`config.mk`:
```
export PLATFORM = sky130hd
export DESIGN_NAME = alu_accumulator_flat
export DESIGN_NICKNAME = d
export VERILOG_FILES = /design/src/rtl/alu_accumulator_if.sv /design/src/rtl/alu_accumulator.sv /design/src/flat_wrapper.sv
export SDC_FILE = /design/constraint.sdc
export NUM_CORES = 1
export LEC_CHECK = 0
export ABC_AREA = 1
export BUFFER_PORTS_ARGS = -buffer_cell sky130_fd_sc_hd__buf_4
export CELL_PAD_IN_SITES_DETAIL_PLACEMENT = 1
export CELL_PAD_IN_SITES_GLOBAL_PLACEMENT = 2
export CORE_MARGIN = 1
export CORE_UTILIZATION = 34
export CTS_CLUSTER_SIZE = 16
export DETAILED_ROUTE_END_ITERATION = 10
export GPL_TIMING_DRIVEN = 1
export PLACE_DENSITY = 0.83
export SETUP_SLACK_MARGIN = 0.5
export SLEW_MARGIN = 30
export SYNTH_ARGS = -nofsm -noshare
export SYNTH_HDL_FRONTEND = slang
export SYNTH_SLANG_ARGS = --single-unit
```
`constraint.sdc`:
```
create_clock -name clk -period 4.9 [get_ports clk]
set_input_delay 0 -clock clk [delete_from_list [all_inputs] [get_ports clk]]
set_output_delay 0 -clock clk [all_outputs]
set_load 0.02 [all_outputs]
```
`src/rtl/alu_accumulator_if.sv`:
```
// alu_accumulator_if: operand request channel and accumulator result bus
interface alu_accumulator_if #(parameter int WIDTH = 8);
    logic             op_valid;
    logic             op_ready;
    logic [2:0]       op;
    logic [WIDTH-1:0] operand;
    logic [WIDTH-1:0] acc;
    logic             result_valid;
    modport master (output op_valid, op, operand, input op_ready, acc, result_valid);
    modport slave  (input op_valid, op, operand, output op_ready, acc, result_valid);
endinterface

```
`src/rtl/alu_accumulator.sv`:
```
// alu_accumulator: WIDTH-bit accumulator ALU with op handshake, shift-add multiplier and sticky overflow
module alu_accumulator #(parameter int WIDTH = 8) (
    input  logic            clk,
    input  logic            rst,
    input  logic            on,
    input  logic            clear_err,
    output logic            overflow,
    output logic [1:0]      state,
    alu_accumulator_if.slave bus
);
    localparam int CW = $clog2(WIDTH + 1);
    typedef enum logic [1:0] {OFF = 2'b00, READY = 2'b01, RUN = 2'b10, ERROR = 2'b11} st_t;
    st_t                st;
    logic [WIDTH-1:0]   acc, mcand, alu, mask;
    logic [2*WIDTH-1:0] prod, prod_nx, addend;
    logic [CW-1:0]      cnt;
    logic [WIDTH:0]     add, sub;
    logic               ov, rv, mbit;
    assign state            = st;
    assign bus.op_ready     = st == READY && on;
    assign bus.acc          = acc;
    assign bus.result_valid = rv;
    assign add              = {1'b0, acc} + {1'b0, bus.operand};
    assign sub              = {1'b0, acc} - {1'b0, bus.operand};
    // counter runs WIDTH..1, selecting multiplier bits LSB first from the held acc
    assign mask             = {{(WIDTH-1){1'b0}}, 1'b1} << (CW'(WIDTH) - cnt);
    assign mbit             = |(acc & mask);
    assign addend           = mbit ? ({{WIDTH{1'b0}}, mcand} << (CW'(WIDTH) - cnt)) : {(2*WIDTH){1'b0}};
    assign prod_nx          = prod + addend;
    // single-cycle op result and its overflow condition
    always_comb begin
        alu = bus.operand;
        ov  = 1'b0;
        case (bus.op)
            3'b000:  alu = acc & bus.operand;
            3'b001:  alu = acc | bus.operand;
            3'b010:  alu = acc ^ bus.operand;
            3'b011:  alu = ~acc;
            3'b100:  begin alu = add[WIDTH-1:0]; ov = add[WIDTH]; end
            3'b101:  begin alu = sub[WIDTH-1:0]; ov = sub[WIDTH]; end
            default: alu = bus.operand;
        endcase
    end
    // power/run state machine with accumulator, multiplier and sticky error
    always_ff @(posedge clk) begin
        if (rst) begin
            st       <= OFF;
            acc      <= '0;
            overflow <= 1'b0;
            rv       <= 1'b0;
            cnt      <= '0;
            mcand    <= '0;
            prod     <= '0;
        end else begin
            rv <= 1'b0;
            if (!on) st <= OFF;
            else case (st)
                OFF:   st <= READY;
                READY: if (bus.op_valid) begin
                    if (bus.op == 3'b110) begin
                        st    <= RUN;
                        mcand <= bus.operand;
                        prod  <= '0;
                        cnt   <= CW'(WIDTH);
                    end else begin
                        acc      <= alu;
                        overflow <= ov;
                        rv       <= 1'b1;
                        st       <= ov ? ERROR : READY;
                    end
                end
                RUN: begin
                    prod <= prod_nx;
                    cnt  <= cnt - 1'b1;
                    if (cnt == CW'(1)) begin
                        acc      <= prod_nx[WIDTH-1:0];
                        overflow <= |prod_nx[2*WIDTH-1:WIDTH];
                        rv       <= 1'b1;
                        st       <= |prod_nx[2*WIDTH-1:WIDTH] ? ERROR : READY;
                    end
                end
                ERROR: if (clear_err) begin
                    st       <= READY;
                    overflow <= 1'b0;
                end
            endcase
        end
    end
endmodule
```
`src/flat_wrapper.sv`:
```
// flat-port wrapper written by rule: the top's interface ports become plain ports
module alu_accumulator_flat 
#(parameter int WIDTH = 8)
  (clk, rst, on, clear_err, overflow, state, bus_op_valid, bus_op, bus_operand, bus_op_ready, bus_acc, bus_result_valid);
  alu_accumulator_if #(.WIDTH(WIDTH)) bus_i ();
  input  logic clk;
  input  logic rst;
  input  logic on;
  input  logic clear_err;
  output logic overflow;
  output logic [1:0] state;
  input wire logic [$bits(bus_i.op_valid)-1:0] bus_op_valid;
  input wire logic [$bits(bus_i.op)-1:0] bus_op;
  input wire logic [$bits(bus_i.operand)-1:0] bus_operand;
  output wire logic [$bits(bus_i.op_ready)-1:0] bus_op_ready;
  output wire logic [$bits(bus_i.acc)-1:0] bus_acc;
  output wire logic [$bits(bus_i.result_valid)-1:0] bus_result_valid;
  assign bus_i.op_valid = bus_op_valid;
  assign bus_i.op = bus_op;
  assign bus_i.operand = bus_operand;
  assign bus_op_ready = bus_i.op_ready;
  assign bus_acc = bus_i.acc;
  assign bus_result_valid = bus_i.result_valid;
  alu_accumulator #(.WIDTH(WIDTH)) u_core (.clk(clk), .rst(rst), .on(on), .clear_err(clear_err), .overflow(overflow), .state(state), .bus(bus_i));
endmodule
```
==> Yosys cells after proc, flatten, opt, wreduce, memory -nomap -nowiden <==
Cells that the tools add are included.
{ "word_totals": {"word_cells": 77, "regBits": 40, "out_inout_bits": 13, "input_bits": 16} }
{ "op_classes": {"bitwise_logic": 6, "add_sub_neg": 5, "n_reduce_logical": 13, "mux": 29, "shifts": 2, "eq_ne": 15} }
{ "ops": {"columns": ["op", "count"], "rows": [
  ["16-bit 2-to-1 mux", 3],
  ["8-bit case mux with 6 select lines", 1],
  ["16-bit case mux with 2 select lines", 1],
  ["8-bit 2-to-1 mux", 3],
  ["16-bit adder", 1],
  ["8-bit AND", 2],
  ["8-bit case mux with 2 select lines", 1],
  ["8-bit OR reduction", 2],
  ["8-bit by 4-bit left shift with 16-bit output", 1],
  ["2-bit 2-to-1 mux", 6],
  ["8-bit by 8-bit adder with 9-bit output", 1],
  ["3-bit equality test, second input constant", 3],
  ["8-bit by 8-bit subtractor with 9-bit output", 1],
  ["4-bit 2-to-1 mux", 2],
  ["2-bit inequality test, second input constant", 4],
  ["8-bit inverter", 1],
  ["8-bit bitwise OR", 1],
  ["2-bit case mux with 4 select lines", 1],
  ["4-bit case mux with 2 select lines", 1],
  ["4-bit AND reduction", 2],
  ["1-bit by 4-bit left shift with 8-bit output, first input constant", 1],
  ["8-bit XOR", 1],
  ["1-bit 2-to-1 mux", 7],
  ["3-bit by 2-bit equality test with 1-bit output, second input constant", 2],
  ["19 further kinds", 21]
]} }

==> Depth between registers and ports, before layout <==
Gate-level depths: netlist (run 1).
{ "logic_depth": {"depth_word": 10, "ltp_mapped": 27, "mapped_depth_nobuf": 26} }

==> Worst setup path before layout (run 1) <==
OpenSTA, ideal clock, no wires.
{ "synth_timing": {"path_type": "reg2reg", "startpoint": "register u_core.cnt[0]", "endpoint": "register u_core.st[1] (netlist: u_core.state[1])", "arrival_time_ns": 3.280, "synth_period_minus_slack_ns": 3.396, "setup_slack_ns": 1.504, "required_ns": 4.784, "path_stages_with_launch": 25, "path_cell_list": "dfxtp_1 > buf_2 > inv_1 > ha_1 > xnor2_1 > inv_1 > clkbuf_1 > nand2_1 > nor4_1 > ha_1 > fa_1 > nand3_1 > nand3_1 > nand2_1 > nand2_1 > nand2_1 > nand2_1 > nand2_1 > nand3_1 > nor2_1 > nand2_1 > nand2_1 > nand2_1 > nand2_1 > a21oi_1"} }
{ "synth_between": {"elab_chain_cells": 10, "elab_cells_between_ends": 14} }
{ "synth_rtl": {"columns": ["element", "line_no", "rtl"], "rows": [
  ["start: declaration", "alu_accumulator.sv:16", "logic [CW-1:0] cnt;"],
  ["start signal: assignment", "alu_accumulator.sv:64", "cnt <= CW'(WIDTH);"],
  ["start signal: assignment", "alu_accumulator.sv:74", "cnt <= cnt - 1'b1;"],
  ["4-bit subtractor", "alu_accumulator.sv:26, alu_accumulator.sv:28", null],
  ["1-bit by 4-bit left shift with 8-bit output", "alu_accumulator.sv:26", "assign mask = {{(WIDTH-1){1'b0}}, 1'b1} << (CW'(WIDTH) - cnt);"],
  ["8-bit AND", "alu_accumulator.sv:27", "assign mbit = |(acc & mask);"],
  ["8-bit OR reduction", "alu_accumulator.sv:27", null],
  ["16-bit 2-to-1 mux", "alu_accumulator.sv:28", "assign addend = mbit ? ({{WIDTH{1'b0}}, mcand} << (CW'(WIDTH) - cnt)) : {(2*WIDTH){1'b0}};"],
  ["16-bit adder", "alu_accumulator.sv:29", "assign prod_nx = prod + addend;"],
  ["8-bit OR reduction", "alu_accumulator.sv:79", "st <= |prod_nx[2*WIDTH-1:WIDTH] ? ERROR : READY;"],
  ["2-bit 2-to-1 mux", "alu_accumulator.sv:79", null],
  ["2-bit 2-to-1 mux", "alu_accumulator.sv:75", "if (cnt == CW'(1)) begin"],
  ["2-bit case mux with 4 select lines", "alu_accumulator.sv:57", "else case (st)"],
  ["end signal: assignment", "alu_accumulator.sv:69", "st <= ov ? ERROR : READY;"],
  ["end signal: assignment", "alu_accumulator.sv:79", null],
  ["end: declaration", "alu_accumulator.sv:13", "st_t st;"]
]} }
Parallel ways exist; a longest one is shown, timed or not. The select of a mux whose other input is x is not followed.
A chain may end at the register's enable or synchronous reset.

==> Worst setup path in the final report (run 1) <==
Same ends and word-level chain as after synthesis.

==> impl_metrics.csv, run 1 <==
group,metric,value,unit
status,status,"finished clean",
logic_synthesis,synth_flop_cell,"dfxtp_1",
clock_network,cts_root_buffer,"clkbuf_16",
sta,max_freq,260.2,MHz
final_layout,drive_above_1_share,0.07880,
global_routing,grt_pass1_vias,4543,
global_routing,grt_max_degree,25,
logic_synthesis,seq_area_frac_synth,0.1888,
sta,rsz0062_at_grt,"false",
sta,drv_slew,0,
logic_synthesis,ys_ff_latch,40,
sta,setup_viol,0,
sta,max_slew.worst_pin.slew,0.7863,ns
clock_network,clkLatencyLatePin,0.29,ns
clock_network,cts_sinks,40,
final_layout,fin_util,0.3939,
logic_synthesis,syn_area,4240,µm²
floorplanning,dieArea,12920,µm²
worst_setup_path,critical_path_class,"reg2reg",
route,num_vias,4514,
logic_synthesis,synth_top_family_by_area,"simple AND/OR/NAND/NOR gates",
floorplanning,io_pins,29,
logic_synthesis,netlist-cell-type-count,46,
logic_synthesis,synthesis.nets,746,
sta,fin_tns_setup,0,ns
route,dr.pass1.iters,4,
run,maxCapViolations,0,
logic_synthesis,synth_compound_area_frac,0.2154,
sta,finalClockSkew,0.002833,ns
sta,slew_headroom,0.4741,
logic_synthesis,yosysTopAreaCell,"dfxtp_1",
logic_synthesis,synth_mux_area_frac,0.004721,
logic_synthesis,synth-xor-area-share,0.01033,
global_routing,track_usage,0.2346,
logic_synthesis,synthAdderAreaFrac,0.1587,
clock_network,htree_levels,2,
placed_design,placed_area,4571,µm²
floorplanning,initial_core_util,0.3516,
final_layout,finalInstanceArea,4751,µm²
power_and_ir_drop,vdd_drop_max,0.09057,mV
placed_design,place.gp.congestion,0.8478,
sta,hold_violations,0,
logic_synthesis,ys_async_sr_fraction,0,
final_layout,fillers,1614,
worst_setup_path,end_kind,"register",
route,wl,14.56,mm
route,antenna_left,0,
sta,finalCritPeriodShare,0.7843,
route,vias_per_cell,5.212,
clock_network,cts_tree,"built",
floorplanning,core,12060,µm²
route,drt_iter0_drc,237,
final_layout,layout.nets,765,
clock_network,clk_pin_slew,0.06,ns
floorplanning,die_h,113.7,µm
floorplanning,die_w,113.7,µm
route,routedWlPerCell,16.81,µm
final_layout,multi_input_area,2967,µm²
clock_network,clock_path_buffers,2,
clock_network,cts_buffers,5,
worst_setup_path,crit_arrival,4.02,ns
route,drcViolationCount,0,
final_layout,seq_area,800.8,µm²
logic_synthesis,synth_top_cell_area_share,0.1888,
clock_network,cts_hold_buf,0,
final_layout,antenna_cells,0,
min_path,hp-class,"in2reg",
global_routing,grt_pass1_wl,23.60,mm
placed_design,hpwl,11.99,mm
logic_synthesis,synth_edf_count,0,
power_and_ir_drop,powerDensity,186.0,nW/µm²
placed_design,io_buffers,28,
worst_setup_path,crit_fanout,18,
logic_synthesis,yosys_warnings,0,
global_routing,gr-total-overflow,0,
clock_network,cts_setup_buffers,0,
worst_setup_path,startpoint_type,"register",
logic_synthesis,synth-simple-area-share,0.3066,
power_and_ir_drop,power,883.7,µW
power_and_ir_drop,total_leakage_power,2.269,nW
logic_synthesis,netlist_top_cells_area,"dfxtp_1, nand2_1, ha_1, inv_1, a21oi_1",
worst_setup_path,cp.required,5.08,ns
logic_synthesis,postSynthAreaPerCell,6.254,µm²
logic_synthesis,synthCells,678,
global_routing,antenna_found_initial,0,
final_layout,syn2layout_area_growth,12.04,%
sta,period_minus_slack,3.843,ns
floorplanning,core.rowCount,40,
[routing by layer]
| metal | wire, µm | vias up | global-route usage | part of all wire |
|---|---|---|---|---|
| met2 | 6173 | 70 | 0.3699 | 0.42 |
| met1 | 7573 | 2139 | 0.3401 | 0.52 |
| met3 | 638 | 13 | 0.03029 | 0.044 |
| met5 | 0 | - | 0 | 0 |
| li1 | - | 2292 | - | - |
| met4 | 170 | 0 | 0.04825 | 0.012 |
[cell usage in the layout, fill, tap and decap left out, types with 2 or more instances in the layout]
master / instances
a221oi_1: 7
nor3_1: 8
inv_2: 4
xor2_1: 4
fa_1: 3
buf_4: 29
o21ai_0: 47
a31oi_1: 8
dfxtp_1: 40
nand4_1: 4
o21a_1: 2
nor2_1: 42
o2111ai_1: 3
nor4_1: 3
nand2_1: 181
and2_1: 2
o21ai_1: 2
a21oi_2: 2
inv_1: 97
a211oi_1: 3
o211ai_1: 7
nand2_2: 2
nand3b_1: 5
ha_1: 48
a21oi_1: 57
mux2i_1: 2
a22oi_1: 2
clkbuf_16: 5
nor3_4: 3
o22ai_1: 11
nand3_1: 48
[critical path, cell delays in order, from the launching register on]
cell and delay, ns:
dfxtp_1 0.31, buf_4 0.20, ha_1 0.23, nand2_1 0.07
o21ai_0 0.07, a221oi_1 0.30, nor2_1 0.08, a21oi_1 0.18
nor2_1 0.12, nand2_1 0.12, nor4_1 0.07, ha_2 0.22
fa_1 0.43, nand3_1 0.11, nand3_1 0.16, nand2_1 0.13
nand2_1 0.08, nand2_1 0.10, nand2_1 0.06, nand2_1 0.07
nand3_1 0.08, nor2_1 0.16, nand2_1 0.09, nand2_1 0.09
nand2_1 0.07, nand2_1 0.06, a21oi_1 0.05
[path summary, 6_finish.rpt]
path	slack, ns	depth (start not counted)	endpoint	from
worst max register to register	1.06	26	u_core.state[1]	u_core.cnt[0]
worst max-delay path	1.06	26	u_core.state[1]	u_core.cnt[0]
worst min-delay path	0.01	3	u_core.mcand[0]	bus_operand[0]
worst min register to register	0.47	2	u_core.prod[13]	u_core.prod[13]
[where the power goes]
part | internal, mW | switching (mW)
Combinational | 0.0573 | 0.105
Sequential | 0.331 | 0.0105
Clock | 0.240 | 0.140
[kinds of logic (layout without fill, tap and decap cells)]
family | after synthesis | in the layout
buffers and inverters | 120 | 140
adders and majority gates | 52 | 52
AOI/OAI and AO/OA | 157 | 157
DFF | 40 | 40
xor gates and xnor gates | 5 | 5
and+or+nand+nor | 302 | 302
muxes | 2 | 2
[flip-flops by register name, indices dropped and copies added (netlist names)]
name	count
u_core.prod	16
u_core.bus.acc	8
u_core.mcand	8
u_core.cnt	4
u_core.state	2
u_core.bus.result_valid	1
u_core.overflow	1
[cell type report]
type	instances	share of cell area
inverters	103	0.08243
flip-flops and latches	40	0.1686
well taps	168	0.04425
clock buffers	6	0.02713
repair buffers	29	0.04583
multi-input cells	518	0.6244
clock inverters	2	0.007374
[synth_stat cells (3+ instances only)]
cell,number
a21oi_1,57
nor2_1,42
buf_2,8
o21ai_0,47
nand2_1,181
a211oi_1,3
a31oi_1,8
inv_2,4
nand3b_1,5
xor2_1,4
nand3_1,48
o211ai_1,7
clkbuf_1,7
nor4_1,3
nand4_1,4
a221oi_1,7
fa_1,3
o22ai_1,11
ha_1,49
inv_1,97
o2111ai_1,3
nor3_1,8
dfxtp_1,40
[per-stage QoR]
stage	std cells	setup slack (ns)	hold slack (ns)
global placement	858	0.9890	0.3000
floorplan	678	1.504	0.06907
detailed placement	858	0.9503	0.3130
CTS	866	0.9096	0.01240
global route	866	0.5654	0.02182
finish	866	1.057	0.01010
[timing repair]
item / in CTS / in global routing
resized for setup: 0 / 2
endpoints found under the hold margin: 0 / 0
setup endpoints to repair: 0 / 2
Note: power is estimated with default switching activity, not from simulation.
==> run 2: changes to the inputs <==
ABC_AREA = 0   (was 1)
CORE_UTILIZATION = 36   (was 34)
clock period = 4 ns   (was 4.9 ns; I/O delays follow)
==> run 2 against run 1 <==
Compared with the run above:
- sequential share of layout area is 1.8 points lower
- hold slack worse by 0.0044 ns
- worst setup slack worse by 0.97 ns
- area after synthesis is 2.1% lower
- clock skew is 0.0025 ns higher
- sequential cell count stayed put
- synthesized cell count is 16% lower
- count of clock-buffer cells in the layout stayed put
- maximum frequency is 1.9% lower
- first-iteration DRC count is 15% lower
- wire length is 7.0% higher
- combinational power is 27% higher
- critical endpoint unchanged
- largest cell class unchanged
- largest power group unchanged
- highest routed layer unchanged
==> impl_metrics.csv, run 2 <==
group,metric,value,unit
final_layout,antenna_cells,0,
floorplanning,initial_core_util,0.3765,
clock_network,cts_buffers,5,
clock_network,clk_pin_slew,0.06,ns
route,dr.pass1.iters,4,
final_layout,layout.nets,697,
sta,rsz0062_at_grt,"true",
final_layout,layout.cells.non_filler,770,
worst_setup_path,startpoint_type,"register",
final_layout,multi_input_area,3481,µm²
route,wl,15.58,mm
global_routing,use_met2,0.4461,
floorplanning,die_w,109.4,µm
status,status,"finished clean",
floorplanning,io_pins,29,
logic_synthesis,synthCells,571,
sta,hold_violations,0,
floorplanning,dieArea,11970,µm²
power_and_ir_drop,powerDensity,193.8,nW/µm²
sta,finalCritPeriodShare,0.9789,
placed_design,placed_area,4589,µm²
min_path,hp-class,"in2reg",
logic_synthesis,synth_top_cell_area_share,0.1928,
clock_network,cts_root_buffer,"clkbuf_16",
placed_design,place.gp.congestion,0.9165,
sta,setup_viol,0,
worst_setup_path,path_buf_inv,1,
worst_setup_path,cp.required,4.19,ns
worst_setup_path,max_stage_delay,0.48,ns
route,drt_iter0_drc,201,
logic_synthesis,netlist-cell-type-count,60,
clock_network,clkLatencyLatePin,0.29,ns
floorplanning,core.rowCount,38,
global_routing,grt_pass1_wl,24.30,mm
floorplanning,die_h,109.4,µm
logic_synthesis,synthesis.nets,639,
clock_network,cts_sinks,40,
route,antenna_left,0,
clock_network,cts_tree,"built",
global_routing,gr-total-overflow,0,
global_routing,track_usage,0.2634,
clock_network,htree_levels,2,
sta,max_freq,255.4,MHz
final_layout,finalInstanceArea,5381,µm²
logic_synthesis,postSynthAreaPerCell,7.273,µm²
route,vias_per_cell,5.851,
logic_synthesis,ys_ff_latch,40,
worst_setup_path,cp_slowest_cell,"o41a_1",
sta,holdWs,0.005716,ns
final_layout,top_register,"u_core.prod",
logic_synthesis,yosys_warnings,0,
final_layout,drive_above_1_share,0.2333,
final_layout,syn2layout_area_growth,29.59,%
clock_network,clock_path_buffers,2,
sta,fin_tns_setup,0,ns
global_routing,grt_use_met1,0.3468,
worst_setup_path,end_kind,"register",
route,num_vias,4505,
sta,finalClockSkew,0.005297,ns
power_and_ir_drop,vdd_drop_max,0.1844,mV
global_routing,use_met3,0.04149,
worst_setup_path,reg2reg_setup_slack,0.08,ns
worst_setup_path,critical_path_class,"reg2reg",
logic_synthesis,yosysTopAreaCell,"dfxtp_1",
final_layout,largest_registers,"u_core.prod: 16 flops, u_core.bus.acc: 8 flops, u_core.mcand: 8 flops",
floorplanning,core,11030,µm²
worst_setup_path,crit_family,"compound AO/OA/AOI/OAI gates",
logic_synthesis,synth_edf_count,0,
worst_setup_path,cp_common_cell,"ha_4",
logic_synthesis,synth.top_cells.by_count,"a21oi_1, nand2_1, nor2_1",
placed_design,io_buffers,28,
final_layout,seq_area,808.3,µm²
global_routing,grt_busiest_layer,"met2",
global_routing,grt_max_degree,39,
sta,drv_slew,0,
run,maxCapViolations,0,
logic_synthesis,seq_area_frac_synth,0.1928,
sta,slew_headroom,0.4375,
final_layout,largest_reg_flops,16,
logic_synthesis,netlist_top_cells_area,"dfxtp_1, ha_1, a21oi_1, nand2_1, nor2_1",
power_and_ir_drop,total_leakage_power,2.238,nW
placed_design,placedCellCount,725,
logic_synthesis,syn_area,4153,µm²
route,drcViolationCount,0,
final_layout,final_cell_mix,"buf_4, nand2_1, a21oi_1, nor2_1, ha_1",
worst_setup_path,crit_arrival,4.10,ns
logic_synthesis,synth_flop_cell,"dfxtp_1",
final_layout,fillers,1373,
final_layout,layout_commonest_cell,"buf_4",
logic_synthesis,ys_async_sr_fraction,0,
final_layout,fin_util,0.4879,
placed_design,hpwl,10.89,mm
global_routing,antenna_found_initial,0,
global_routing,grt_pass1_vias,4629,
worst_setup_path,crit_fanout,7,
sta,period_minus_slack,3.916,ns
route,routedWlPerCell,20.24,µm
worst_setup_path,crit_chain,"inv_8 -> ha_4 -> mux2i_2 -> o22a_1 -> nor2_1 -> a21oi_1 -> nor2_2 -> ha_4 -> a2111oi_4 -> o21ai_4 -> a21oi_4 -> or4_1 -> o2111ai_2 -> o41a_1 -> o21bai_1 -> a32o_1",
sta,max_slew.worst_pin.slew,0.8407,ns
-- run 2: changes by cell type after synthesis, sizes merged, moves of 9 or more --
| cell | previous run | this run |
|---|---|---|
| nor2 | 44 | 61 |
| clkbuf | 7 | 26 |
| nand2 | 183 | 69 |
| a21o | 0 | 10 |
| inv | 101 | 34 |
| o21ai | 49 | 24 |
| xnor2 | 1 | 10 |
| mux2i | 2 | 11 |
| a211oi | 4 | 13 |
| o22ai | 11 | 2 |
| a21oi | 59 | 69 |
| nand3 | 48 | 15 |
-- run 2: cells by family (layout without fill, tap and decap cells) --
family	Yosys count	after routing	synth area share
XOR/XNOR	17	17	0.03585
multiplexers	17	17	0.05092
AND/OR/NAND/NOR	197	197	0.2127
AO/OA/AOI/OAI	184	184	0.2859
buffers and inverters	64	123	0.05965
adder cells (fa/ha/maj)	52	52	0.1621
flip-flops	40	40	0.1928
-- run 2: tightest hold or removal path: cells and delay by family --
family                 cells  cell delay, ns
buffers and inverters      1            0.13
and+or+nand+nor            1            0.06
AOI/OAI and AO/OA          1            0.05
-- run 2: cell type report --
cell class	instances	area share
Multi-Input combinational cell	467	0.6468
Clock buffer	6	0.02581
Sequential cell	40	0.1502
Inverter	36	0.02744
Timing Repair Buffer	79	0.1153
Tap cell	140	0.03255
Clock inverter	2	0.001860
-- run 2: routing by layer --
| layer | routed length, µm | share of wire |
|---|---|---|
| met2 | 7465 | 0.48 |
| met5 | 0 | 0 |
| met1 | 7152 | 0.46 |
| met4 | 351 | 0.023 |
| met3 | 611 | 0.039 |
-- run 2: path summary, 6_finish.rpt --
check | from | to | cells past startpoint
hold / removal | bus_operand[5] | u_core.mcand[5] | 3
setup / recovery | u_core.cnt[0] | u_core.state[1] | 16
hold reg to reg | u_core.mcand[5] | u_core.mcand[5] | 2
setup reg to reg | u_core.cnt[0] | u_core.state[1] | 16
-- run 2: power by group --
group / leakage [nW] / internal [mW] / switching, mW / total [mW]
Sequential: 0.325 / 0.402 / 0.00970 / 0.412
Combinational: 1.84 / 0.0854 / 0.121 / 0.206
Clock: 0.0766 / 0.246 / 0.178 / 0.425
Total: 2.24 / 0.734 / 0.309 / 1.04
-- run 2: what timing repair did --
action | 4_1_cts | 5_1_grt
gates resized for setup | 45 | 30
setup endpoints to repair | 8 | 9
buffers inserted | 24 | 8
pin swaps | 21 | 31
hold endpoints to repair | 5 | 0
hold buffers | 5 | 0
-- run 2: through the flow --
step	worst slack, ns	power [mW]
detailed placement	-0.1310	0.6196
global placement	0.05469	0.6127
floorplan	0.3034	0.5518
global route	-0.02085	1.089
finish	0.08441	1.043
CTS	0.2119	1.049
